--- config.mk ---
export PLATFORM = sky130hd
export DESIGN_NAME = mdr_mem_ctrl
export DESIGN_NICKNAME = d
export VERILOG_FILES = /design/src/rtl/mdr_mem_ctrl.sv
export SDC_FILE = /design/constraint.sdc
export NUM_CORES = 1
export LEC_CHECK = 0
export ABC_AREA = 1
export ABC_CLOCK_PERIOD_IN_PS = 1500
export BUFFER_PORTS_ARGS = -buffer_cell sky130_fd_sc_hd__buf_2
export CAP_MARGIN = 25
export CORE_MARGIN = 1
export CORE_UTILIZATION = 52
export CTS_BUF_LIST = sky130_fd_sc_hd__clkbuf_8 sky130_fd_sc_hd__clkbuf_16
export DETAILED_ROUTE_END_ITERATION = 8
export GPL_TIMING_DRIVEN = 0
export PLACE_DENSITY = 0.75
export SYNTH_ARGS = -nofsm -noshare
export SYNTH_HDL_FRONTEND = slang
export SYNTH_SLANG_ARGS = --single-unit
--- constraint.sdc ---
create_clock -name clk -period 1.5 [get_ports clk]
set_input_delay 0.3 -clock clk [delete_from_list [all_inputs] [get_ports clk]]
set_output_delay 0.3 -clock clk [all_outputs]
set_load 0.005 [all_outputs]
--- src/rtl/mdr_mem_ctrl.sv ---
// Memory-access sequencer for the MAR/MDR pair: orders the MARin/MDRin/read
// strobes, drives the memory read/write strobes and bounds the wait for mem_ready.
module mdr_mem_ctrl #(
    parameter int WAIT_MAX = 15
) (
    input  logic clk,
    input  logic clr,
    input  logic rd_req,
    input  logic wr_req,
    input  logic mem_ready,
    output logic MARin,
    output logic MDRin,
    output logic read,
    output logic mem_rd,
    output logic mem_wr,
    output logic busy,
    output logic done,
    output logic timeout
);

    localparam int CW = $clog2(WAIT_MAX + 1);
    localparam logic [CW-1:0] CNT_LAST = CW'(WAIT_MAX - 1);

    typedef enum logic [2:0] {
        IDLE,
        LOAD_MAR,
        LOAD_MDR,
        RD_WAIT,
        RD_CAPTURE,
        WR_WAIT,
        DONE,
        ERR
    } state_t;

    state_t        state_q, state_d;
    logic          is_wr_q, is_wr_d;
    logic [CW-1:0] cnt_q, cnt_d;
    logic          timeout_q, timeout_d;
    logic          marin_q, mdrin_q, read_q, mem_rd_q, mem_wr_q, busy_q, done_q;
    logic          marin_d, mdrin_d, read_d, mem_rd_d, mem_wr_d, busy_d, done_d;

    always_comb begin
        state_d   = state_q;
        is_wr_d   = is_wr_q;
        cnt_d     = cnt_q;
        timeout_d = timeout_q;
        case (state_q)
            IDLE: begin
                // A simultaneous read and write request resolves to the read.
                if (rd_req || wr_req) begin
                    is_wr_d   = !rd_req;
                    timeout_d = 1'b0;
                    state_d   = LOAD_MAR;
                end
            end
            LOAD_MAR: begin
                if (is_wr_q) begin
                    state_d = LOAD_MDR;
                end else begin
                    state_d = RD_WAIT;
                    cnt_d   = '0;
                end
            end
            LOAD_MDR: begin
                state_d = WR_WAIT;
                cnt_d   = '0;
            end
            RD_WAIT, WR_WAIT: begin
                if (mem_ready) begin
                    state_d = (state_q == RD_WAIT) ? RD_CAPTURE : DONE;
                end else if (cnt_q == CNT_LAST) begin
                    state_d = ERR;
                end else begin
                    cnt_d = cnt_q + CW'(1);
                end
            end
            RD_CAPTURE: state_d = DONE;
            DONE:       state_d = IDLE;
            ERR: begin
                timeout_d = 1'b1;
                state_d   = IDLE;
            end
            default:    state_d = IDLE;
        endcase
    end

    // Outputs are decoded from the next state so they register alongside it.
    always_comb begin
        marin_d  = (state_d == LOAD_MAR);
        mdrin_d  = (state_d == LOAD_MDR) || (state_d == RD_CAPTURE);
        read_d   = (state_d == RD_WAIT) || (state_d == RD_CAPTURE);
        mem_rd_d = (state_d == RD_WAIT) || (state_d == RD_CAPTURE);
        mem_wr_d = (state_d == WR_WAIT);
        busy_d   = (state_d != IDLE);
        done_d   = (state_d == DONE);
    end

    always_ff @(posedge clk or negedge clr) begin
        if (!clr) begin
            state_q   <= IDLE;
            is_wr_q   <= 1'b0;
            cnt_q     <= '0;
            timeout_q <= 1'b0;
            marin_q   <= 1'b0;
            mdrin_q   <= 1'b0;
            read_q    <= 1'b0;
            mem_rd_q  <= 1'b0;
            mem_wr_q  <= 1'b0;
            busy_q    <= 1'b0;
            done_q    <= 1'b0;
        end else begin
            state_q   <= state_d;
            is_wr_q   <= is_wr_d;
            cnt_q     <= cnt_d;
            timeout_q <= timeout_d;
            marin_q   <= marin_d;
            mdrin_q   <= mdrin_d;
            read_q    <= read_d;
            mem_rd_q  <= mem_rd_d;
            mem_wr_q  <= mem_wr_d;
            busy_q    <= busy_d;
            done_q    <= done_d;
        end
    end

    assign MARin   = marin_q;
    assign MDRin   = mdrin_q;
    assign read    = read_q;
    assign mem_rd  = mem_rd_q;
    assign mem_wr  = mem_wr_q;
    assign busy    = busy_q;
    assign done    = done_q;
    assign timeout = timeout_q;

endmodule

======== After elaboration in Yosys (flattened, before gate mapping) ========
Cells that the tools add are included.
storage, ports and cells
  flip-flop bits (word level) ............. 15
  logic and storage cells ................. 54
cells by class
  add/sub/neg operators ................... 1
  eq/ne operators ......................... 18
  mux-type cells .......................... 12
  reduce and logical (&&, ||, !) cells .... 13
operators by type and width
  operator               count
  $eq A3 B3 Y1 const B   7
  $pmux W3 S6            1
  $eq A3 B2 Y1 const B   4
  $mux W4                3
  $pmux W4 S3            1
  $mux W3                3
  $ne A2 B2 Y1 const B   4
  $eq A3 B1 Y1 const B   2
  $reduce_bool A3 Y1     2
  $add A4 B1 Y4 const B  1
  $eq A4 B4 Y1 const B   1
  $reduce_and A2 Y1      2
  $reduce_and A4 Y1      1
  $reduce_or A2 Y1       2
  $logic_not A3 Y1       1
  $logic_or A1 B1 Y1     3
  $mux W1                2
  $mux W2                1
  $pmux W1 S2            1
  $reduce_bool A2 Y1     1
  $logic_not A1 Y1       1

======== Longest topological paths before layout ========
Gate-level depths: netlist (run 1).
  depth after elaboration ................. 6
  depth in mapped cells ................... 10
  mapped depth without buffers ............ 10

======== Worst setup path before layout (run 1) ========
No wires, ideal clock.
  kind .................................... reg-to-reg
  from .................................... reg cnt_q[0]
  to ...................................... reg cnt_q[3]
  arrival ................................. 1131 ps
  data required time ...................... 1382 ps
  slack ................................... 251 ps
  cell stages (with the launch flop) ...... 11
  buffers on the path ..................... 0
  period minus slack after synthesis ...... 1249 ps
  cells stage by stage .................... dfrtp_1 inv_1 ha_1 nand3_1 nand2_1 inv_1 nand2_1 nand2_2 inv_2 nand2_1 o21ai_2
between the ends
  longest elaborated chain between the ends .. 4
  elaborated cells on any way between the ends .. 7
ends and longest elaborated chain
  item                    RTL line  source
  start, declared         37        logic [CW-1:0] cnt_q, cnt_d;
  start signal, assigned  114       cnt_q <= cnt_d;
  $add A4 B1 Y4           74        cnt_d = cnt_q + CW'(1);
  $mux W4                 71        end else if (cnt_q == CNT_LAST) begin
  $mux W4                 69        if (mem_ready) begin
  $pmux W4 S3             47        case (state_q)
Parallel ways exist; a longest one is shown, timed or not. The select of a mux whose other input is x is not followed.
A chain may end at the register's enable or synchronous reset.

======== Worst setup path after layout (run 1) ========
  from .................................... reg state_q[2]
  to ...................................... reg busy_q (netlist: busy)
between the ends
  elaborated cells on any way between the ends .. 16
RTL lines
  item                                                 RTL line  source
  start, declared                                      35        state_t state_q, state_d;
  start signal, assigned                               112       state_q <= state_d;
  $eq A3 B3 Y1 / $eq A3 B2 Y1 (equally long branches)  47
  $reduce_or A2 Y1, on equally long branches           --
  $pmux W3 S6 *                                        47
  net state_d[0]                                       35
  $reduce_bool A3 Y1 *                                 94        busy_d = (state_d != IDLE);
  net busy_d                                           40        logic marin_d, mdrin_d, read_d, mem_rd_d, mem_wr_d, busy_d, done_d;
  end signal, assigned                                 121       busy_q <= busy_d;
  end, declared                                        39        logic marin_q, mdrin_q, read_q, mem_rd_q, mem_wr_q, busy_q, done_q;
The timed path passes the listed nets; every way through them passes the cells marked *.

==> report_table.html, run 1 <==
<table>
<tr><th>Metric</th><th>Value</th></tr>
<tr><th colspan="2">Timing</th></tr>
<tr><td>Fin Clk Skew</td><td>1.724 ps</td></tr>
<tr><td>Total Neg Setup Slack</td><td>0 ps</td></tr>
<tr><td>Unrepaired setup endpoints after global routing</td><td>false</td></tr>
<tr><td>Min Clock Period, post-route</td><td>1345 ps</td></tr>
<tr><td>Hold Vio Cnt, Final</td><td>0</td></tr>
<tr><td>Period Utilization, post-route</td><td>89.65%</td></tr>
<tr><td>Transition time of the tightest slew-check pin</td><td>317.3 ps</td></tr>
<tr><td>Highest achievable clock rate</td><td>743.7 MHz</td></tr>
<tr><td>Minimum setup slack in the final design</td><td>155.3 ps</td></tr>
<tr><td>Final setup violation count</td><td>0</td></tr>
<tr><td>Worst relative slew slack</td><td>78.85%</td></tr>
<tr><td>Max-slew violation count</td><td>0</td></tr>
<tr><th colspan="2">Critical path</th></tr>
<tr><td>Setup CP Type</td><td>reg2reg</td></tr>
<tr><td>Reg-to-reg critical path startpoint</td><td>state_q[2]$_DFF_PN0_</td></tr>
<tr><td>Worst reg2reg path endpoint</td><td>busy$_DFF_PN0_</td></tr>
<tr><td>CP endpoint kind</td><td>flip-flop</td></tr>
<tr><td>CP Max Fanout</td><td>9</td></tr>
<tr><td>Required time of the critical path</td><td>1630 ps</td></tr>
<tr><td>Sort of element at the start of the critical path</td><td>flip-flop</td></tr>
<tr><td>FF-to-FF setup slack</td><td>160 ps</td></tr>
<tr><td>CP arrival</td><td>1470 ps</td></tr>
<tr><td>Count of cells along the worst register-to-register path</td><td>8</td></tr>
<tr><th colspan="2">Synth</th></tr>
<tr><td>Syn Inst Count</td><td>88</td></tr>
<tr><td>Synth Register Bits</td><td>15</td></tr>
<tr><td>Sequential element share of the synthesized area</td><td>50.34%</td></tr>
<tr><td>Mean instance size in the synthesized netlist</td><td>8.474 sq um</td></tr>
<tr><td>Number of synthesis warnings</td><td>0</td></tr>
<tr><td>Count of different cell masters after synthesis</td><td>18</td></tr>
<tr><td>Post-synthesis instance area</td><td>745.7 sq um</td></tr>
<tr><td>Mapped Nets</td><td>95</td></tr>
<tr><th colspan="2">Clocking</th></tr>
<tr><td>Root Buffer Master</td><td>clkbuf_8</td></tr>
<tr><td>Clock tree from TritonCTS</td><td>done</td></tr>
<tr><td>Worst-Skew Late Latency</td><td>240 ps</td></tr>
<tr><td>CTS-repair resized insts</td><td>0</td></tr>
<tr><td>Number of buffers added by the clock tree synthesis step</td><td>3</td></tr>
<tr><td>Htree depth</td><td>1</td></tr>
<tr><td>Clock Sink Count</td><td>15</td></tr>
<tr><td>Clk slew on worst S/H paths</td><td>60 ps</td></tr>
<tr><td>Max clock buf depth</td><td>2</td></tr>
<tr><th colspan="2">Die</th></tr>
<tr><td>Standard-cell row count</td><td>13</td></tr>
<tr><td>DIE WIDTH</td><td>39.87 um</td></tr>
<tr><td>Floorplan core area</td><td>1318 sq um</td></tr>
<tr><td>Floorplan die area</td><td>1590 sq um</td></tr>
<tr><td>Vertical extent of the die</td><td>39.87 um</td></tr>
<tr><td>Initial cell density of the core</td><td>56.60%</td></tr>
<tr><td>Number of top-level pins</td><td>13</td></tr>
<tr><th colspan="2">Global route</th></tr>
<tr><td>Total global routing overflow</td><td>0</td></tr>
<tr><td>Number of global-route vias before repair</td><td>530</td></tr>
<tr><td>First-pass GRT wire length</td><td>2118 um</td></tr>
<tr><td>Pin count of the biggest net entering global routing</td><td>16</td></tr>
<tr><td>Number of antenna violations at the first check in global routing</td><td>0</td></tr>
<tr><td>Total routing usage reported by global routing</td><td>21.14%</td></tr>
<tr><th colspan="2">Finish</th></tr>
<tr><td>Antenna diode instance count</td><td>0</td></tr>
<tr><td>Number of fill cells</td><td>107</td></tr>
<tr><td>Commonest cells after routing, fill and taps aside</td><td>nand2_1 (26), dfrtp_1 (15), buf_2 (12)</td></tr>
<tr><td>Most frequent standard cell in the layout excluding fill and tap cells</td><td>nand2_1</td></tr>
<tr><td>Final layout net count</td><td>114</td></tr>
<tr><td>Register cell area after layout</td><td>375.4 sq um</td></tr>
<tr><td>Syn-to-layout area delta</td><td>18.96%</td></tr>
<tr><td>Fraction of final layout cells with drive strength greater than 1</td><td>30.19%</td></tr>
<tr><td>Area taken by multi-input logic gates</td><td>329.1 sq um</td></tr>
<tr><th colspan="2">Drt</th></tr>
<tr><td>Via total after detailed routing</td><td>633</td></tr>
<tr><td>Detailed-route vias per instance</td><td>5.231</td></tr>
<tr><td>Number of antenna-violating nets in the routed design</td><td>0</td></tr>
<tr><td>Post-detailed-route wirelength per cell</td><td>11.22 um</td></tr>
<tr><td>Count of TritonRoute iterations in the first routing pass</td><td>4</td></tr>
<tr><td>Initial detailed-routing violation count</td><td>13</td></tr>
<tr><td>Total routed wirelength</td><td>1358 um</td></tr>
<tr><td>Drc violations</td><td>0</td></tr>
<tr><th colspan="2">Flow run</th></tr>
<tr><td>Reported max-cap violation count</td><td>0</td></tr>
<tr><th colspan="2">Worst hold path</th></tr>
<tr><td>Number of instances on the worst hold path</td><td>2</td></tr>
<tr><td>Type of the most critical hold path</td><td>in2reg</td></tr>
<tr><td>Hold-critical path endpoint</td><td>is_wr_q$_DFFE_PN0P_</td></tr>
<tr><td>Launch point of the worst hold path</td><td>rd_req</td></tr>
<tr><th colspan="2">Run status</th></tr>
<tr><td>Status</td><td>finished clean</td></tr>
<tr><th colspan="2">Placed design</th></tr>
<tr><td>Port Buffer Count</td><td>12</td></tr>
<tr><td>DP Wirelength</td><td>972.5 um</td></tr>
<tr><td>Worst slack at placement</td><td>138.5 ps</td></tr>
<tr><td>Gp weighted congestion</td><td>0.8399</td></tr>
<tr><th colspan="2">Pwr</th></tr>
<tr><td>VDD IR max</td><td>1.323 mV</td></tr>
<tr><td>P_leak</td><td>0.4965 nW</td></tr>
<tr><td>Pwr per Cell Area</td><td>2104 nW/um^2</td></tr>
</table>
[metrics by stage]
| step | cells | area (sq um) | util (%) | hold slack (ps) | power [mW] |
|---|---|---|---|---|---|
| finish | 121 | 887.1 | 67.33 | 265.0 | 1.866 |
| global route | 121 | 887.1 | 67.33 | 283.3 | 2.051 |
| CTS | 120 | 879.6 | 66.76 | 259.8 | 1.857 |
| detailed placement | 115 | 824.5 | 62.58 | 214.6 | 1.533 |
| global placement | 115 | 824.5 | 62.58 | 211.2 | 1.514 |
| floorplan | 88 | 745.7 | - | 4.409 | 1.296 |
[per-layer routing]
layer / GRT usage (%) / up-vias / wire [um]
li1: - / 318 / -
met1: 25.89 / 287 / 639
met2: 29.44 / 22 / 616
met3: 7.955 / 6 / 76
met4: 15.52 / 0 / 26
met5: 0 / - / 0
[Yosys cell counts]
master   instances  area (sq um)
buf_4            1         7.510
nand2_1         26         97.59
xor2_1           1         8.760
o21ai_0          3         15.01
inv_1            5         18.77
nor2_1           5         18.77
o31ai_1          1         7.510
nand4_1          2         12.51
ha_1             2         25.02
a31o_2           1         8.760
nand3_1         11         55.05
nand2_2          4         25.02
nand3_2          2         20.02
o21ai_1          1         5.000
dfrtp_1         15         375.4
o21ai_2          2         17.52
inv_2            4         15.01
nor2_2           2         12.51
[registers in the layout, indices dropped and copies added, names as in the netlist]
register and cells:
cnt_q 4, timeout 1, busy 1, mem_rd 1
MDRin 1, state_q 3, mem_wr 1, is_wr_q 1
done 1, MARin 1
[cell type report]
| cell class | count | area share [%] |
|---|---|---|
| sequential | 15 | 42.31 |
| multi-input combinational | 63 | 37.09 |
| timing repair buffer | 14 | 8.745 |
| clock buffer | 3 | 4.654 |
| inverter | 9 | 3.808 |
| tap | 15 | 2.116 |
| buffer | 1 | 0.8463 |
| clock inverter | 1 | 0.4231 |
[report_power, final]
part / switching [mW] / leakage, nW / internal [mW] / total [mW]
sequential: 0.110 / 0.194 / 0.548 / 0.658
clock: 0.131 / 0.0269 / 0.181 / 0.311
combinational: 0.590 / 0.276 / 0.307 / 0.897
total: 0.830 / 0.496 / 1.04 / 1.87
[cell families after synthesis]
| group | Yosys count | synth area share [%] |
|---|---|---|
| buffers and inverters | 10 | 5.537 |
| AOI/OAI and AO/OA | 8 | 7.215 |
| xor gates and xnor gates | 1 | 1.175 |
| DFF | 15 | 50.34 |
| adders and majority gates | 2 | 3.355 |
| and+or+nand+nor | 52 | 32.38 |
[worst max-delay path by stage]
stage | startpoint | endpoint | cells past startpoint | slack, ps
after floorplan | cnt_q[0]$_DFFE_PN0P_ | cnt_q[3]$_DFFE_PN0P_ | 10 | 250
after global placement | cnt_q[0]$_DFFE_PN0P_ | cnt_q[1]$_DFFE_PN0P_ | 10 | 150
after detailed placement | cnt_q[0]$_DFFE_PN0P_ | cnt_q[1]$_DFFE_PN0P_ | 10 | 140
after CTS | cnt_q[0]$_DFFE_PN0P_ | cnt_q[1]$_DFFE_PN0P_ | 10 | 130
after global routing | state_q[1]$_DFF_PN0_ | busy$_DFF_PN0_ | 8 | 30
final | state_q[2]$_DFF_PN0_ | busy$_DFF_PN0_ | 8 | 160
[what timing repair did]
action | CTS | global route
setup buffers | 0 | 1
endpoints found under the setup margin | 0 | 2
hold buffers | 1 | 0
hold endpoints to repair | 15 | 0
[critical path, stage by stage, from the launching register on]
cell and delay (ps):
dfrtp_1 410, inv_2 140, nand2_1 100, nand2_1 120, nand2_1 70, nand2_2 90
nand3_2 130, nor2_1 130, nand2_1 50
No activity file was read; power rests on OpenSTA's default activity.
==> run 2: changes to the inputs <==
Settings changed: CORE_UTILIZATION 52 to 35, PLACE_DENSITY 0.75 to not set.
==> run 2 against run 1 <==
Effect of this change: final cell count is 9.9% higher; clock skew is 3.9 ps higher; count of clock-buffer cells in the layout stayed put; combinational power is 1% lower; largest power group unchanged; sequential cell count stayed put; critical path type unchanged; first-iteration DRC count is 15% lower; routed wire length is 2.1% higher; via count is 2.1% lower; critical path depth stayed put; non-clock buffer count stayed put; clock power is 6.4% higher; sequential power is 1% lower; largest cell class unchanged.
==> report_table.html, run 2 (synthesized netlist as in run 1, its figures left out) <==
<table>
<tr><th>Metric</th><th>Value</th></tr>
<tr><th colspan="2">Clocking</th></tr>
<tr><td>Number of buffers added by the clock tree synthesis step</td><td>3 (unchanged)</td></tr>
<tr><td>Worst-Skew Late Latency</td><td>250 ps (about the same)</td></tr>
<tr><td>Root Buffer Master</td><td>clkbuf_8</td></tr>
<tr><td>Clock Sink Count</td><td>15 (unchanged)</td></tr>
<tr><td>Clock tree from TritonCTS</td><td>done</td></tr>
<tr><td>Max clock buf depth</td><td>2 (unchanged)</td></tr>
<tr><td>Htree depth</td><td>1 (unchanged)</td></tr>
<tr><td>Clk slew on worst S/H paths</td><td>60 ps (about the same)</td></tr>
<tr><th colspan="2">Placed design</th></tr>
<tr><td>Number of placed instances, taps included</td><td>127 (+10%)</td></tr>
<tr><td>DP Wirelength</td><td>1014 um (+4.3%)</td></tr>
<tr><td>Gp weighted congestion</td><td>0.8219 (-2.1%)</td></tr>
<tr><td>Port Buffer Count</td><td>12 (unchanged)</td></tr>
<tr><th colspan="2">Die</th></tr>
<tr><td>DIE WIDTH</td><td>48.16 um (+21%)</td></tr>
<tr><td>Initial cell density of the core</td><td>37.63% (-19 points)</td></tr>
<tr><td>Standard-cell row count</td><td>16 (+3)</td></tr>
<tr><td>Floorplan die area</td><td>2319 sq um (+46%)</td></tr>
<tr><td>Vertical extent of the die</td><td>48.16 um (+21%)</td></tr>
<tr><td>Floorplan core area</td><td>1982 sq um (+50%)</td></tr>
<tr><td>Number of top-level pins</td><td>13 (unchanged)</td></tr>
<tr><th colspan="2">Flow run</th></tr>
<tr><td>Reported max-cap violation count</td><td>0 (unchanged)</td></tr>
<tr><th colspan="2">Critical path</th></tr>
<tr><td>Setup CP Type</td><td>reg2reg</td></tr>
<tr><td>Required time of the critical path</td><td>1640 ps (about the same)</td></tr>
<tr><td>CP arrival</td><td>1460 ps (about the same)</td></tr>
<tr><td>CP delay by family, top</td><td>simple AND/OR/NAND/NOR gates</td></tr>
<tr><td>Buffer and inverter count on the worst path</td><td>1 (unchanged)</td></tr>
<tr><td>CP endpoint kind</td><td>flip-flop</td></tr>
<tr><td>Worst path slowest cell</td><td>dfrtp_1</td></tr>
<tr><td>CP Max Fanout</td><td>9 (unchanged)</td></tr>
<tr><td>Sort of element at the start of the critical path</td><td>flip-flop</td></tr>
<tr><td>FF-to-FF setup slack</td><td>170 ps (+20 ps)</td></tr>
<tr><td>Slowest stage delay, CP</td><td>410 ps (about the same)</td></tr>
<tr><td>Top cell by count, worst path</td><td>nand2_1</td></tr>
<tr><td>Critical Path, Cell by Cell</td><td>inv_2, nand2_1, nand2_1, nand2_1, nand2_2, nand3_2, nor2_1, nand2_1</td></tr>
<tr><th colspan="2">Global route</th></tr>
<tr><td>Total global routing overflow</td><td>0 (unchanged)</td></tr>
<tr><td>Number of antenna violations at the first check in global routing</td><td>0 (unchanged)</td></tr>
<tr><td>Pin count of the biggest net entering global routing</td><td>16 (unchanged)</td></tr>
<tr><td>First-pass GRT wire length</td><td>2277 um (+7.5%)</td></tr>
<tr><td>Total routing usage reported by global routing</td><td>14.66% (-6.5 points)</td></tr>
<tr><td>Number of global-route vias before repair</td><td>559 (+5.5%)</td></tr>
<tr><th colspan="2">Drt</th></tr>
<tr><td>Post-detailed-route wirelength per cell</td><td>10.42 um (-7.1%)</td></tr>
<tr><td>Detailed-route vias per instance</td><td>4.662 (-11%)</td></tr>
<tr><td>Initial detailed-routing violation count</td><td>11 (-2)</td></tr>
<tr><td>Number of antenna-violating nets in the routed design</td><td>0 (unchanged)</td></tr>
<tr><td>Total routed wirelength</td><td>1386 um (+2.1%)</td></tr>
<tr><td>Via total after detailed routing</td><td>620 (-2.1%)</td></tr>
<tr><td>Count of TritonRoute iterations in the first routing pass</td><td>3 (-1)</td></tr>
<tr><td>Drc violations</td><td>0 (unchanged)</td></tr>
<tr><th colspan="2">Timing</th></tr>
<tr><td>Final setup violation count</td><td>0 (unchanged)</td></tr>
<tr><td>Fin Clk Skew</td><td>5.636 ps (+3.912 ps)</td></tr>
<tr><td>Unrepaired setup endpoints after global routing</td><td>false</td></tr>
<tr><td>Max-slew violation count</td><td>0 (unchanged)</td></tr>
<tr><td>Hold Vio Cnt, Final</td><td>0 (unchanged)</td></tr>
<tr><td>Worst relative slew slack</td><td>76.62% (-2.2 points)</td></tr>
<tr><td>Min Clock Period, post-route</td><td>1329 ps (-15.74 ps)</td></tr>
<tr><td>Transition time of the tightest slew-check pin</td><td>350.8 ps (+33.46 ps)</td></tr>
<tr><td>Period Utilization, post-route</td><td>88.60% (-1.0 points)</td></tr>
<tr><td>Highest achievable clock rate</td><td>752.5 MHz (+1.2%)</td></tr>
<tr><td>Total Neg Setup Slack</td><td>0 ps (unchanged)</td></tr>
<tr><th colspan="2">Finish</th></tr>
<tr><td>Final layout net count</td><td>114 (unchanged)</td></tr>
<tr><td>Fraction of final layout cells with drive strength greater than 1</td><td>32.08% (+1.9 points)</td></tr>
<tr><td>Number of standard cells in the layout, taps in and fillers out</td><td>133 (+9.9%)</td></tr>
<tr><td>Post-layout utilization of the core</td><td>45.71% (-22 points)</td></tr>
<tr><td>Most frequent standard cell in the layout excluding fill and tap cells</td><td>nand2_1</td></tr>
<tr><td>Antenna diode instance count</td><td>0 (unchanged)</td></tr>
<tr><td>Syn-to-layout area delta</td><td>21.48%</td></tr>
<tr><td>Flip-flop count of the largest register, all copies and words added</td><td>4 (unchanged)</td></tr>
<tr><td>Register with the most flip-flops</td><td>cnt_q</td></tr>
<tr><td>Number of fill cells</td><td>210 (+96%)</td></tr>
<tr><td>Commonest cells after routing, fill and taps aside</td><td>nand2_1 (25), dfrtp_1 (15), buf_2 (12)</td></tr>
<tr><td>Biggest regs</td><td>cnt_q (4), state_q (3)</td></tr>
<tr><th colspan="2">Pwr</th></tr>
<tr><td>VDD IR max</td><td>1.027 mV (-22%)</td></tr>
<tr><td>P_leak</td><td>0.4950 nW (-0.30%)</td></tr>
<tr><td>Pwr per Cell Area</td><td>2063 nW/um^2 (-1.9%)</td></tr>
<tr><th colspan="2">Run status</th></tr>
<tr><td>Status</td><td>finished clean</td></tr>
<tr><th colspan="2">Worst hold path</th></tr>
<tr><td>Type of the most critical hold path</td><td>in2reg</td></tr>
</table>
## run 2: cell types whose count changed in the layout (fill, tap and decap cells not counted)
cell and change:
clkinv_2 +1, nand2_1 -1, nand2_2 +1, inv_1 -1
## run 2: routing by layer
metal	track usage (%)	routed length, um	vias to the layer above
met5	0	0	-
met4	10.00	34	0
met3	3.333	45	5
met2	20.00	604	11
met1	20.42	702	284
li1	-	-	320
## run 2: final cells by class
cell class / count / area [sq um] / share of cell area [%]
Inverter: 9 / 33.78 / 3.729
Clock buffer: 3 / 41.29 / 4.558
Timing Repair Buffer: 14 / 77.57 / 8.564
Tap cell: 27 / 33.78 / 3.729
Buffer: 1 / 7.507 / 0.8287
Sequential cell: 15 / 375.4 / 41.44
Clock inverter: 1 / 5.005 / 0.5525
Multi-Input combinational cell: 63 / 331.6 / 36.60
## run 2: power breakdown
part	switching [mW]	internal [mW]
combinational	0.579	0.308
clock	0.146	0.184
sequential	0.103	0.548
## run 2: through the flow
step / hold slack (ps) / setup WS (ps) / total power [mW] / cell area (sq um)
global placement: 221.5 / 133.9 / 1.522 / 839.6
global route: 279.7 / 12.45 / 2.044 / 905.9
detailed placement: 223.5 / 129.9 / 1.529 / 839.6
finish: 264.8 / 171.1 / 1.869 / 905.9
floorplan: 4.409 / 251.2 / 1.296 / 745.7
CTS: 264.6 / 120.2 / 1.869 / 895.9
## run 2: path summary, 6_finish.rpt
| path | startpoint | end | cells past startpoint |
|---|---|---|---|
| min reg2reg | timeout$_DFFE_PN0P_ | timeout$_DFFE_PN0P_ | 2 |
| max reg2reg | state_q[2]$_DFF_PN0_ | busy$_DFF_PN0_ | 8 |
| min in group asynchronous | clr | is_wr_q$_DFFE_PN0P_ | 2 |
| min | rd_req | is_wr_q$_DFFE_PN0P_ | 2 |
| max | state_q[2]$_DFF_PN0_ | busy$_DFF_PN0_ | 8 |
| max in group asynchronous | clr | cnt_q[3]$_DFFE_PN0P_ | 2 |
## run 2: repair_timing
| item | 4_1_cts | 5_1_grt |
|---|---|---|
| buffers inserted | 0 | 1 |
| hold buffers | 1 | 0 |
| setup endpoints to repair | 0 | 6 |
| hold endpoints to repair | 15 | 0 |
| gates resized for setup | 0 | 1 |
==> run 3: changes to the inputs <==
Settings changed: CELL_PAD_IN_SITES_DETAIL_PLACEMENT set to 0, CELL_PAD_IN_SITES_GLOBAL_PLACEMENT set to 1, PLACE_DENSITY_LB_ADDON set to 0.1.
==> run 3 against run 2 <==
Effect of this change: clock skew shrank 4.5 ps; maximum frequency is 0.21% lower; largest cell class unchanged; sequential share of layout area increased by 0.17 points; global-route usage is 1.1 points lower; first-iteration DRC count fell by 18%; total power fell by 1.4%; sequential power fell by 0.8%; register-to-register slack about the same; largest power group unchanged.
==> report_table.html, run 3 (synthesized netlist as in run 1, its figures left out) <==
<table>
<tr><th>Metric</th><th>Value</th></tr>
<tr><th colspan="2">Critical path</th></tr>
<tr><td>Slowest stage delay, CP</td><td>420 ps (about the same)</td></tr>
<tr><td>CP Max Fanout</td><td>5 (-4)</td></tr>
<tr><td>Top cell by count, worst path</td><td>nand2_1</td></tr>
<tr><td>Sort of element at the start of the critical path</td><td>flip-flop</td></tr>
<tr><td>Critical Path, Cell by Cell</td><td>ha_1, nand3_1, nand2_1, inv_1, nand2_1, nand2_2, inv_2, nand2_1, o21ai_1</td></tr>
<tr><td>Required time of the critical path</td><td>1630 ps (about the same)</td></tr>
<tr><td>CP arrival</td><td>1460 ps (about the same)</td></tr>
<tr><td>FF-to-FF setup slack</td><td>170 ps (about the same)</td></tr>
<tr><td>Worst path slowest cell</td><td>dfrtp_1</td></tr>
<tr><td>Setup CP Type</td><td>reg2reg</td></tr>
<tr><td>CP endpoint kind</td><td>flip-flop</td></tr>
<tr><th colspan="2">Die</th></tr>
<tr><td>Floorplan die area</td><td>2319 sq um (unchanged)</td></tr>
<tr><td>Initial cell density of the core</td><td>37.63% (unchanged)</td></tr>
<tr><td>Standard-cell row count</td><td>16 (unchanged)</td></tr>
<tr><td>DIE WIDTH</td><td>48.16 um (unchanged)</td></tr>
<tr><td>Vertical extent of the die</td><td>48.16 um (unchanged)</td></tr>
<tr><td>Floorplan core area</td><td>1982 sq um (unchanged)</td></tr>
<tr><td>Number of top-level pins</td><td>13 (unchanged)</td></tr>
<tr><th colspan="2">Drt</th></tr>
<tr><td>Count of TritonRoute iterations in the first routing pass</td><td>4 (+1)</td></tr>
<tr><td>Number of antenna-violating nets in the routed design</td><td>0 (unchanged)</td></tr>
<tr><td>Post-detailed-route wirelength per cell</td><td>10.16 um (-2.5%)</td></tr>
<tr><td>Drc violations</td><td>0 (unchanged)</td></tr>
<tr><td>Total routed wirelength</td><td>1351 um (-2.5%)</td></tr>
<tr><td>Initial detailed-routing violation count</td><td>9 (-2)</td></tr>
<tr><td>Via total after detailed routing</td><td>616 (-0.65%)</td></tr>
<tr><td>Detailed-route vias per instance</td><td>4.632 (-0.65%)</td></tr>
<tr><th colspan="2">Clocking</th></tr>
<tr><td>Clock Sink Count</td><td>15 (unchanged)</td></tr>
<tr><td>Worst-Skew Late Latency</td><td>240 ps (about the same)</td></tr>
<tr><td>Htree depth</td><td>1 (unchanged)</td></tr>
<tr><td>Number of buffers added by the clock tree synthesis step</td><td>3 (unchanged)</td></tr>
<tr><td>Clock tree from TritonCTS</td><td>done</td></tr>
<tr><td>CTS-repair resized insts</td><td>0 (unchanged)</td></tr>
<tr><td>Max clock buf depth</td><td>2 (unchanged)</td></tr>
<tr><td>Root Buffer Master</td><td>clkbuf_8</td></tr>
<tr><td>Clk slew on worst S/H paths</td><td>60 ps (about the same)</td></tr>
<tr><th colspan="2">Timing</th></tr>
<tr><td>Worst relative slew slack</td><td>77.56% (+0.94 points)</td></tr>
<tr><td>Fin Clk Skew</td><td>1.175 ps (-4.461 ps)</td></tr>
<tr><td>Highest achievable clock rate</td><td>750.9 MHz (-0.21%)</td></tr>
<tr><td>Final setup violation count</td><td>0 (unchanged)</td></tr>
<tr><td>Total Neg Setup Slack</td><td>0 ps (unchanged)</td></tr>
<tr><td>Min Clock Period, post-route</td><td>1332 ps (+2.840 ps)</td></tr>
<tr><td>Hold Vio Cnt, Final</td><td>0 (unchanged)</td></tr>
<tr><td>Transition time of the tightest slew-check pin</td><td>336.6 ps (-14.17 ps)</td></tr>
<tr><td>Period Utilization, post-route</td><td>88.79% (+0.19 points)</td></tr>
<tr><td>Worst hold-check slack</td><td>256.1 ps (-8.724 ps)</td></tr>
<tr><td>Max-slew violation count</td><td>0 (unchanged)</td></tr>
<tr><td>Unrepaired setup endpoints after global routing</td><td>false</td></tr>
<tr><th colspan="2">Pwr</th></tr>
<tr><td>VDD IR max</td><td>0.9089 mV (-11%)</td></tr>
<tr><td>Total Power</td><td>1.843 mW (-1.4%)</td></tr>
<tr><td>P_leak</td><td>0.4965 nW (+0.30%)</td></tr>
<tr><td>Pwr per Cell Area</td><td>2043 nW/um^2 (-0.97%)</td></tr>
<tr><th colspan="2">Finish</th></tr>
<tr><td>Fraction of final layout cells with drive strength greater than 1</td><td>30.19% (-1.9 points)</td></tr>
<tr><td>Commonest cells after routing, fill and taps aside</td><td>nand2_1 (26), dfrtp_1 (15), buf_2 (12)</td></tr>
<tr><td>Register with the most flip-flops</td><td>cnt_q</td></tr>
<tr><td>Biggest regs</td><td>cnt_q (4), state_q (3)</td></tr>
<tr><td>Syn-to-layout area delta</td><td>20.97%</td></tr>
<tr><td>Final layout net count</td><td>114 (unchanged)</td></tr>
<tr><td>Flip-flop count of the largest register, all copies and words added</td><td>4 (unchanged)</td></tr>
<tr><td>Antenna diode instance count</td><td>0 (unchanged)</td></tr>
<tr><td>Most frequent standard cell in the layout excluding fill and tap cells</td><td>nand2_1</td></tr>
<tr><th colspan="2">Global route</th></tr>
<tr><td>Number of global-route vias before repair</td><td>507 (-9.3%)</td></tr>
<tr><td>First-pass GRT wire length</td><td>2104 um (-7.6%)</td></tr>
<tr><td>Total routing usage reported by global routing</td><td>13.55% (-1.1 points)</td></tr>
<tr><td>Total global routing overflow</td><td>0 (unchanged)</td></tr>
<tr><td>Pin count of the biggest net entering global routing</td><td>16 (unchanged)</td></tr>
<tr><td>Number of antenna violations at the first check in global routing</td><td>0 (unchanged)</td></tr>
<tr><th colspan="2">Placed design</th></tr>
<tr><td>DP Wirelength</td><td>1069 um (+5.5%)</td></tr>
<tr><td>Port Buffer Count</td><td>12 (unchanged)</td></tr>
<tr><td>Gp weighted congestion</td><td>0.8018 (-2.4%)</td></tr>
<tr><th colspan="2">Worst hold path</th></tr>
<tr><td>Type of the most critical hold path</td><td>in2reg</td></tr>
<tr><th colspan="2">Run status</th></tr>
<tr><td>Status</td><td>finished clean</td></tr>
<tr><th colspan="2">Flow run</th></tr>
<tr><td>Reported max-cap violation count</td><td>0 (unchanged)</td></tr>
</table>
run 3: routing by layer:
metal / wire length (um) / share of wire (%) / vias to the layer above / GRT usage [%]
met2: 669 / 50 / 6 / 23.20
met3: 28 / 2.1 / 4 / 3.333
met4: 21 / 1.6 / 0 / 5.000
met1: 632 / 47 / 288 / 16.36
li1: - / - / 318 / -
met5: 0 / 0 / - / 0
run 3: path summary, 6_finish.rpt:
| check | from | to | depth (start not counted) |
|---|---|---|---|
| max in group asynchronous | clr | state_q[1]$_DFF_PN0_ | 2 |
| setup / recovery | cnt_q[1]$_DFFE_PN0P_ | cnt_q[1]$_DFFE_PN0P_ | 9 |
| min in group asynchronous | clr | MDRin$_DFF_PN0_ | 2 |
| setup reg to reg | cnt_q[1]$_DFFE_PN0P_ | cnt_q[1]$_DFFE_PN0P_ | 9 |
| hold / removal | rd_req | is_wr_q$_DFFE_PN0P_ | 2 |
| hold reg to reg | timeout$_DFFE_PN0P_ | timeout$_DFFE_PN0P_ | 2 |
run 3: power by group:
group          internal, mW  switching [mW]  total, mW
Combinational         0.308           0.572      0.880
Clock                 0.181           0.136      0.317
Sequential            0.548          0.0981      0.646
run 3: layout make-up:
class | instances | area (sq um)
buffer | 1 | 7.507
clock buffer | 3 | 41.29
clock inverter | 1 | 3.754
fill | 204 | 1080
inverter | 9 | 33.78
multi-input combinational | 63 | 329.1
sequential | 15 | 375.4
tap | 27 | 33.78
timing repair buffer | 14 | 77.57
run 3: what timing repair did:
action                                  in CTS  in global routing
buffers inserted                             0                  1
hold buffers                                 1                  0
endpoints found under the hold margin       15                  0
endpoints found under the setup margin       0                  3
run 3: metrics by stage:
step	utilization [%]	instance area (sq um)	instances	worst slack (ps)
6_report	45.52	902.1	133	168.2
3_3_place_gp	42.36	839.6	127	101.1
2_1_floorplan	-	745.7	88	251.2
4_1_cts	45.14	894.6	132	98.88
3_5_place_dp	42.36	839.6	127	111.4
5_1_grt	45.52	902.1	133	34.30
run 3: critical path, delay by kind of cell, from the launching register on:
family | cells | cell delay, ps
adders and majority gates | 1 | 190
buffers and inverters | 2 | 140
DFF | 1 | 420
AOI/OAI and AO/OA | 1 | 60
and+or+nand+nor | 5 | 400
